--- src/rtl/regfile_wb_arbiter.sv ---
// Two-requester round-robin writeback arbiter for the register file, with a
// per-register scoreboard of outstanding writes.
module regfile_wb_arbiter #(
    parameter int XLEN = 32
) (
    input  logic            clk,
    input  logic            rst,
    input  logic            req0_valid,
    input  logic [4:0]      req0_rd,
    input  logic [XLEN-1:0] req0_data,
    output logic            req0_ready,
    input  logic            req1_valid,
    input  logic [4:0]      req1_rd,
    input  logic [XLEN-1:0] req1_data,
    output logic            req1_ready,
    input  logic            issue_valid,
    input  logic [4:0]      issue_rd,
    output logic            wb_reg_write,
    output logic [4:0]      wb_rd,
    output logic [XLEN-1:0] wb_data,
    output logic [31:0]     pending
);

    typedef enum logic {
        LAST_REQ0 = 1'b0,
        LAST_REQ1 = 1'b1
    } grant_t;

    grant_t          last_grant;
    logic            grant0;
    logic            grant1;
    logic            xfer;
    logic [4:0]      sel_rd;
    logic [XLEN-1:0] sel_data;
    logic [31:0]     set_mask;
    logic [31:0]     clr_mask;

    always_comb begin
        grant0 = 1'b0;
        grant1 = 1'b0;
        if (!rst) begin
            if (req0_valid && req1_valid) begin
                grant0 = (last_grant == LAST_REQ1);
                grant1 = (last_grant == LAST_REQ0);
            end else begin
                grant0 = req0_valid;
                grant1 = req1_valid;
            end
        end
        xfer     = grant0 | grant1;
        sel_rd   = grant1 ? req1_rd : req0_rd;
        sel_data = grant1 ? req1_data : req0_data;

        // Set is OR-ed in after the clear so a same-index issue keeps the bit.
        set_mask = '0;
        clr_mask = '0;
        if (issue_valid) set_mask[issue_rd] = 1'b1;
        if (xfer)        clr_mask[sel_rd]   = 1'b1;
        set_mask[0] = 1'b0;
        clr_mask[0] = 1'b0;
    end

    assign req0_ready = grant0;
    assign req1_ready = grant1;

    always_ff @(posedge clk) begin
        if (rst) begin
            last_grant   <= LAST_REQ1;
            wb_reg_write <= 1'b0;
            wb_rd        <= '0;
            wb_data      <= '0;
            pending      <= '0;
        end else begin
            wb_reg_write <= xfer && (sel_rd != 5'd0);
            if (xfer && (sel_rd != 5'd0)) begin
                wb_rd   <= sel_rd;
                wb_data <= sel_data;
            end
            if (xfer) last_grant <= grant1 ? LAST_REQ1 : LAST_REQ0;
            pending <= (pending & ~clr_mask) | set_mask;
        end
    end

endmodule
--- config.mk ---
export PLATFORM = sky130hd
export DESIGN_NAME = regfile_wb_arbiter
export DESIGN_NICKNAME = d
export VERILOG_FILES = /design/src/rtl/regfile_wb_arbiter.sv
export SDC_FILE = /design/constraint.sdc
export NUM_CORES = 1
export LEC_CHECK = 0
export ABC_AREA = 1
export BUFFER_PORTS_ARGS = -buffer_cell sky130_fd_sc_hd__buf_2
export CORE_ASPECT_RATIO = 0.9
export CORE_MARGIN = 3
export CORE_UTILIZATION = 45
export CTS_CLUSTER_SIZE = 28
export DETAILED_ROUTE_END_ITERATION = 8
export GPL_ROUTABILITY_DRIVEN = 0
export PLACE_DENSITY_LB_ADDON = 0.08
export SLEW_MARGIN = 15
export SYNTH_ARGS = -nofsm -noshare
export SYNTH_HDL_FRONTEND = slang
export SYNTH_SLANG_ARGS = --single-unit
--- constraint.sdc ---
create_clock -name clk -period 2.8 [get_ports clk]
set_input_delay 0.42 -clock clk [delete_from_list [all_inputs] [get_ports clk]]
set_output_delay 0.42 -clock clk [all_outputs]
set_load 0.1 [all_outputs]
==> metrics.md, run 1 <==
| Metric | Value |
|---|---|
| Worst Hold Depth | `3` |
| CTS Root Cell | `clkbuf_8` |
| Ordered cell list for the critical path | `buf_2 > inv_4 > buf_4 > nand2_1 > a21oi_1 > buf_2` |
| Routed Antenna Nets | `0` |
| Final Max Slew Viols | `0` |
| Warnings, synthesis | `0` |
| Max Freq | `slightly below 500 MHz` |
| Tot Pwr | `about 2.8 mW` |
| Cell Area, Placed | `around 4400 sq um` |
| Filler Cell Count | `767` |
| Power Density | `~600 nW/um^2` |
| Vias in the first global route | `between 3,000 and 4,000` |
| Layout Utilization | `about 60%` |
| Worst Hold End | `last_grant$_SDFFE_PP1P_` |
| Row count | `30` |
| R2r startpoint | `last_grant$_SDFFE_PP1P_` |
| Synth Instances | `around 580` |
| Clock power frac | `around 32%` |
| Critical path class | `in -> out` |
| P&R area growth vs syn | `27.9%` |
| Net switching power figure | `around 1.1 mW` |
| Die width | `about 100 um` |
| Post_cts resized | `0` |
| Initial DRC Count | `224` |
| Dpl ws | `between 0.6 and 0.7 ns` |
| Hold Startpoint | `rst` |
| Worst setup SP type | `primary input` |
| Total Neg Setup Slack | `0 ns` |
| Initial antenna violation count | `0` |
| Final setup margin | `between 0.7 and 0.8 ns` |
| Die H | `90.8 um` |
| Clock sinks | `70` |
| Hold Vio Cnt, Final | `0` |
| Post-synthesis register bit count | `70` |
| CTS Buffer Depth | `2` |
| Worst-margin pin slew | `0.772 ns` |
| Worst reg2reg path endpoint | `wb_data[24]$_SDFFE_PP0P_` |
| Drt first pass iters | `4` |
| Combinational group share of total power | `28.9%` |
| Reg power frac | `about two fifths` |
| Vias per cell | `slightly below 5` |
| Number of port buffers | `roughly 150` |
| Worst-path clk slew | `~0.070 ns` |
| Mapped cell area | `3600 sq um` |
| CP arrival | `about 1.7 ns` |
| Boundary Pins | `roughly 160` |
| Period utilization | `about three quarters` |
| Clock latency at the later pin of the worst-skew pair | `0.34 ns` |
| # DRC | `0` |
| CTS H-tree lvls | `3` |
| Internal | `approximately 1.7 mW` |
| RSZ-0062 raised after global routing | `false` |
| First-pass GRT wire length | `roughly 17 mm` |
| Hold buffer count at CTS | `0` |
| Register area share after synthesis | `38.9%` |
| Final setup viols | `0` |
| Antenna diode count | `0` |
| Nets | `805` |
| Remaining global-route overflow | `0` |
| Placed cells | `806` |
| CP Data Required Time | `roughly 2.4 ns` |
| Worst path buffer plus inverter count | `4` |
| Synthesized Nets | `659` |
| Max-Cap Viols | `0` |
| R2R Setup Slk | `roughly 1 ns` |
| Worst Clk Skew | `0.00649 ns` |
| Net Sw Frac | `a little under two fifths` |
| Min Tclk post-route | `~2.1 ns` |
| Total GRT Usage | `22.3%` |
| Max FO, Critical Path | `33` |
| Syn Area/Cell | `6.26 sq um` |
| Hold slack | `about 0.37 ns` |
| Yosys cell types | `24` |
| Dpl hpwl | `~7.4 mm` |
| Placeable Area | `between 7000 and 8000 sq um` |
| Most frequent cells in the layout | `nand2_1, buf_2, dfxtp_1` |
| Commonest non-fill, non-tap cell in the layout | `nand2_1` |
| DR WL/cell | `about 12 um` |
| Most common cell type on the critical path | `buf_2` |
| Finished Layout Cells | `around 820` |
| Starting Density | `a little under half` |
| Share of post-route cells with drive strength above 1 | `around 30%` |
| Slowest stage delay, CP | `about 0.44 ns` |
| Status | `completed` |
| Vias | `approximately 4,000` |
| Die ar. | `9110 sq um` |
| Crit path capture type | `output pin` |
| Critical path's top delay family | `buffers and inverters` |
| CP max stage cell | `buf_2` |
| Worst R2R Path Depth | `8` |
| CTS tree | `built` |
| Post-CTS setup buffer count | `0` |
| TritonCTS buffer count | `9` |
| Pin count of the biggest net entering global routing | `35` |
| Worst relative slew slack | `a little under 50%` |
| HP Class | `in -> reg` |
| Peak supply drop | `0.000276 V` |
| Fin area | `roughly 4600 sq um` |
| Routed wire length | `around 10 mm` |
| Leakage | `approximately 2.5 nW` |
==> per-layer routing <==
layer	global-route usage, %	wire length, um	vias up
met4	7.97	121	0
met1	28.4	4620	1768
met3	4.48	746	12
met2	36.9	4680	139
met5	0	0	-
li1	-	-	2034
==> state kept, by name (all words and copies together), names as in the netlist <==
| name | flops |
|---|---|
| wb_data | 32 |
| wb_rd | 5 |
| last_grant | 1 |
| pending | 31 |
| wb_reg_write | 1 |
==> power by group through the flow <==
| stage | combinational, mW | clock (mW) | sequential (mW) |
|---|---|---|---|
| floorplan | 0.271 | 0 | 1.47 |
| global placement | 0.794 | 0 | 1.10 |
| detailed placement | 0.803 | 0 | 1.10 |
| CTS | 0.806 | 0.898 | 1.08 |
| global route | 0.862 | 0.945 | 1.09 |
| finish | 0.803 | 0.891 | 1.08 |
==> area by class of cell <==
cell class | count | area [sq um] | share of cell area (%)
clock inverter | 6 | 87.6 | 1.90
timing repair buffer | 160 | 831 | 18.1
tap | 96 | 120 | 2.61
multi-input combinational | 422 | 1810 | 39.4
inverter | 58 | 223 | 4.84
sequential | 70 | 1400 | 30.5
clock buffer | 9 | 124 | 2.69
==> worst register-to-register path, stage by stage (launching register included) <==
cell	delay, ns
dfxtp_1	0.33
nand2_2	0.12
nand3_4	0.16
o21ai_1	0.28
nand2_2	0.14
o21bai_4	0.26
inv_4	0.22
nor2_1	0.17
nor2_1	0.05
==> cells in the mapped netlist (all sizes together) <==
| master | count | area share [%] |
|---|---|---|
| a21oi | 32 | 4.5 |
| buf | 16 | 3.5 |
| clkbuf | 9 | 0.94 |
| conb | 1 | 0.10 |
| dfxtp | 70 | 39 |
| inv | 58 | 6.2 |
| nand2 | 249 | 27 |
| nand3 | 42 | 6.2 |
| nor2 | 83 | 11 |
| nor3 | 10 | 1.4 |
| o211ai | 1 | 0.21 |
| o21ai | 3 | 0.42 |
| o21bai | 1 | 0.52 |
==> cell families after synthesis <==
| group | after synthesis | share of synthesized area (%) |
|---|---|---|
| compound gates | 37 | 5.60 |
| flops | 70 | 38.9 |
| buf+inv | 83 | 10.6 |
| other cells | 1 | 0.104 |
| simple gates | 384 | 44.7 |
==> how the worst max path moves through the flow <==
stage | end | cells past startpoint | start
floorplan | req0_ready | 5 | rst
global placement | req0_ready | 6 | rst
detailed placement | wb_data[14]$_SDFFE_PP0P_ | 10 | rst
CTS | req0_ready | 6 | rst
global route | req0_ready | 6 | rst
finish | req0_ready | 6 | rst
Power figures use the tool's default switching activity.
==> run 2: changes to the inputs <==
ABC_AREA = 0   (was 1)
CORE_UTILIZATION = 42   (was 45)
clock period = 1.7 ns   (was 2.8 ns; I/O delays follow)
==> run 2 against run 1 <==
Against the previous run: the run now ends with setup timing left; final area rose by 16%; clock power up 90%; sequential power rose by 67%; flip-flop and latch count stayed put; clock-buffer cell count is 2 higher; critical endpoint is now pending[28]$_SDFF_PP0_; sequential share of layout area decreased by 4.2 points; global-route usage increased by 0.32 points; clock skew about the same; die area is 1.8% higher; non-clock buffer count up 60; via count decreased by 10%; power is 86% higher.
==> metrics.md, run 2 <==
| Metric | Value |
|---|---|
| Status | `finished, violations left (was completed)` |
| Violated checks | `setup timing` |
| Ordered cell list for the critical path | `a21bo_4 > buf_6 > or3_4 > o32ai_4 > buf_6 > nand2_2 > a32o_1 (was buf_2 > inv_4 > buf_4 > nand2_1 > a21oi_1 > buf_2)` |
| Min Tclk post-route | `approximately 1.8 ns` |
| Commonest non-fill, non-tap cell in the layout | `buf_2 (was nand2_1)` |
| DR WL/cell | `17.3 um (was 12.4 um)` |
| Vias in the first global route | `3,297 (was 3,679)` |
| Starting Density | `44.3% (was 47.0%)` |
| # DRC | `0 (unchanged)` |
| Max FO, Critical Path | `5 (was 33)` |
| Synthesized Nets | `432 (was 659)` |
| Vias per cell | `5.41 (was 4.81)` |
| Hold buffer count at CTS | `0 (unchanged)` |
| Nets | `639 (was 805)` |
| Yosys cell types | `49 (was 24)` |
| Period utilization | `109%` |
| Final setup margin | `-0.146 ns (was 0.723 ns)` |
| Dpl ws | `-0.176 ns (was 0.649 ns)` |
| Boundary Pins | `156 (unchanged)` |
| Antenna diode count | `0 (unchanged)` |
| Worst Clk Skew | `0.00677 ns (was 0.00649 ns)` |
| Most used flip-flop cell after synthesis | `dfxtp_1 (unchanged)` |
| Warnings, synthesis | `0 (unchanged)` |
| Max reg flops | `32 (unchanged)` |
| Clock sinks | `70 (unchanged)` |
| Most frequent cells after synthesis | `dfxtp_1, mux2i_1, nand2_1, a32o_1, o21ai_0 (was nand2_1, dfxtp_1, nor2_1, inv_1, nand3_1)` |
| Largest register by flop count | `wb_data (unchanged)` |
| Routed Antenna Nets | `0 (unchanged)` |
| Critical path class | `reg -> reg (was in -> out)` |
| Pin count of the biggest net entering global routing | `32 (was 35)` |
| Share of post-route cells with drive strength above 1 | `50.4% (was 29.9%)` |
| Post-synthesis register bit count | `70 (unchanged)` |
| Final Max Slew Viols | `0 (unchanged)` |
| Syn Area/Cell | `9.84 sq um (was 6.26 sq um)` |
| CTS tree | `built (unchanged)` |
| Vias | `3,549 (was 3,953)` |
| Finished Layout Cells | `656 (was 821)` |
| Largest regs | `wb_data (32), pending (31), wb_rd (5) (unchanged)` |
| Async set-or-reset flop fraction in the synthesized netlist | `0% (unchanged)` |
| CTS Buffer Depth | `2 (unchanged)` |
| Max-Cap Viols | `0 (unchanged)` |
| CP Data Required Time | `1.95 ns (was 2.38 ns)` |
| TritonCTS buffer count | `9 (unchanged)` |
| Die width | `101 um (was 100 um)` |
| Synth Instances | `348 (was 575)` |
| Die H | `91.7 um (was 90.8 um)` |
| Worst setup SP type | `flip-flop (was primary input)` |
| CTS Root Cell | `clkbuf_8 (unchanged)` |
| Crit path capture type | `flip-flop (was output pin)` |
| Peak supply drop | `0.000561 V (was 0.000276 V)` |
| Layout Utilization | `69.2% (was 60.1%)` |
| Dpl hpwl | `7.93 mm (was 7.40 mm)` |
| Final setup viols | `62 (was 0)` |
| Synth area leaders | `dfxtp_1, mux2i_1, a32o_1 (was dfxtp_1, nand2_1, nor2_1)` |
| CP arrival | `2.09 ns (was 1.66 ns)` |
| Most frequent cells in the layout | `buf_2, dfxtp_1, mux2i_1 (was nand2_1, buf_2, dfxtp_1)` |
| Total GRT Usage | `22.6% (was 22.3%)` |
| Die ar. | `9270 sq um (was 9110 sq um)` |
| HP Class | `in -> reg (unchanged)` |
| Routed wire length | `11.4 mm (was 10.2 mm)` |
| Drt first pass iters | `5 (was 4)` |
| Post-synth EDFFs | `0 (unchanged)` |
| Row count | `30 (unchanged)` |
| Number of port buffers | `154 (unchanged)` |
| Most common cell type on the critical path | `buf_6 (was buf_2)` |
| Initial antenna violation count | `0 (unchanged)` |
| Hold Vio Cnt, Final | `0 (unchanged)` |
| First-pass GRT wire length | `16.7 mm (about the same)` |
| Clock latency at the later pin of the worst-skew pair | `0.35 ns (was 0.34 ns)` |
| Initial DRC Count | `155 (was 224)` |
| Remaining global-route overflow | `0 (unchanged)` |
| Area leader, netlist | `dfxtp_1 (unchanged)` |
| Max Freq | `between 500 and 600 MHz` |
| RSZ-0062 raised after global routing | `true (was false)` |
| Most common cell in the netlist | `dfxtp_1 (was nand2_1)` |
| Worst-path clk slew | `0.08 ns (was 0.07 ns)` |
| Mapped cell area | `3420 sq um (was 3600 sq um)` |
| Placeable Area | `7730 sq um (was 7660 sq um)` |
| Slowest stage delay, CP | `0.41 ns (was 0.44 ns)` |
| CTS H-tree lvls | `3 (unchanged)` |
| Placed cells | `625 (was 806)` |
| Power Density | `963 nW/um^2 (was 603 nW/um^2)` |
| Register area share after synthesis | `40.9% (was 38.9%)` |
| CP max stage cell | `or3_4 (was buf_2)` |
| P&R area growth vs syn | `56.2% (was 27.9%)` |
| Leakage | `2.44 nW (was 2.50 nW)` |
| Synth top area share | `40.9% (was 38.9%)` |
==> run 2: kinds of logic after synthesis <==
kind of cell / after synthesis / share of synthesized area (%)
buffers and inverters: 27 / 4.75
and+or+nand+nor: 110 / 17.1
muxes: 65 / 19.0
DFF: 70 / 40.9
AOI/OAI and AO/OA: 75 / 18.1
other: 1 / 0.110
==> run 2: area by class of cell <==
class                           count  area [sq um]
Fill cell                         618          2380
Multi-Input combinational cell    251          2080
Timing Repair Buffer              220          1480
Sequential cell                    70          1410
Clock buffer                       11           151
Tap cell                           96           120
Clock inverter                      5           104
Inverter                            3          16.3
==> run 2: worst paths after layout <==
path	start	end	slack [ns]	cells after the start
setup / recovery	last_grant$_SDFFE_PP1P_	pending[28]$_SDFF_PP0_	-0.15	7
hold / removal	req0_data[11]	wb_data[11]$_SDFFE_PP0P_	0.18	3
setup reg to reg	last_grant$_SDFFE_PP1P_	pending[28]$_SDFF_PP0_	-0.15	7
hold reg to reg	wb_rd[0]$_SDFFE_PP0P_	wb_rd[0]$_SDFFE_PP0P_	0.45	2
==> run 2: worst max-delay path: cells and delay by family, from the launching register on <==
kind	cells	cell delay, ns
DFF	1	0.37
AOI/OAI and AO/OA	3	0.60
and+or+nand+nor	2	0.46
buffers and inverters	2	0.31
==> run 2: report_power, final <==
| part | leakage, nW | internal (mW) | total, mW | switching (mW) |
|---|---|---|---|---|
| logic | 1.73 | 0.468 | 1.67 | 1.20 |
| registers | 0.576 | 1.75 | 1.80 | 0.0516 |
| clock network | 0.130 | 1.06 | 1.69 | 0.629 |
==> run 2: what timing repair did <==
action                                  in CTS  in global routing
pin swaps                                   20                 21
cloned                                       3                  1
buffers inserted                             9                  6
gates resized for setup                     35                 41
endpoints found under the setup margin      67                 69
==> run 2: metal layers <==
layer	vias up	routed length (um)	global-route usage (%)
li1	1707	-	-
met1	1660	4880	30.1
met2	162	5400	36.3
met3	20	900	6.54
met4	0	180	4.65
met5	-	0	0
==> run 2: through the flow <==
stage	hold WS, ns	instance area, sq um	TNS, ns	total power, mW
3_5_place_dp	0.446	4630	-6.57	3.36
2_1_floorplan	0.388	3430	-0.0192	2.96
6_report	0.176	5350	-4.56	5.15
5_1_grt	0.193	5350	-7.59	5.32
4_1_cts	0.169	5170	-3.77	5.13
3_3_place_gp	0.441	4630	-3.49	3.34
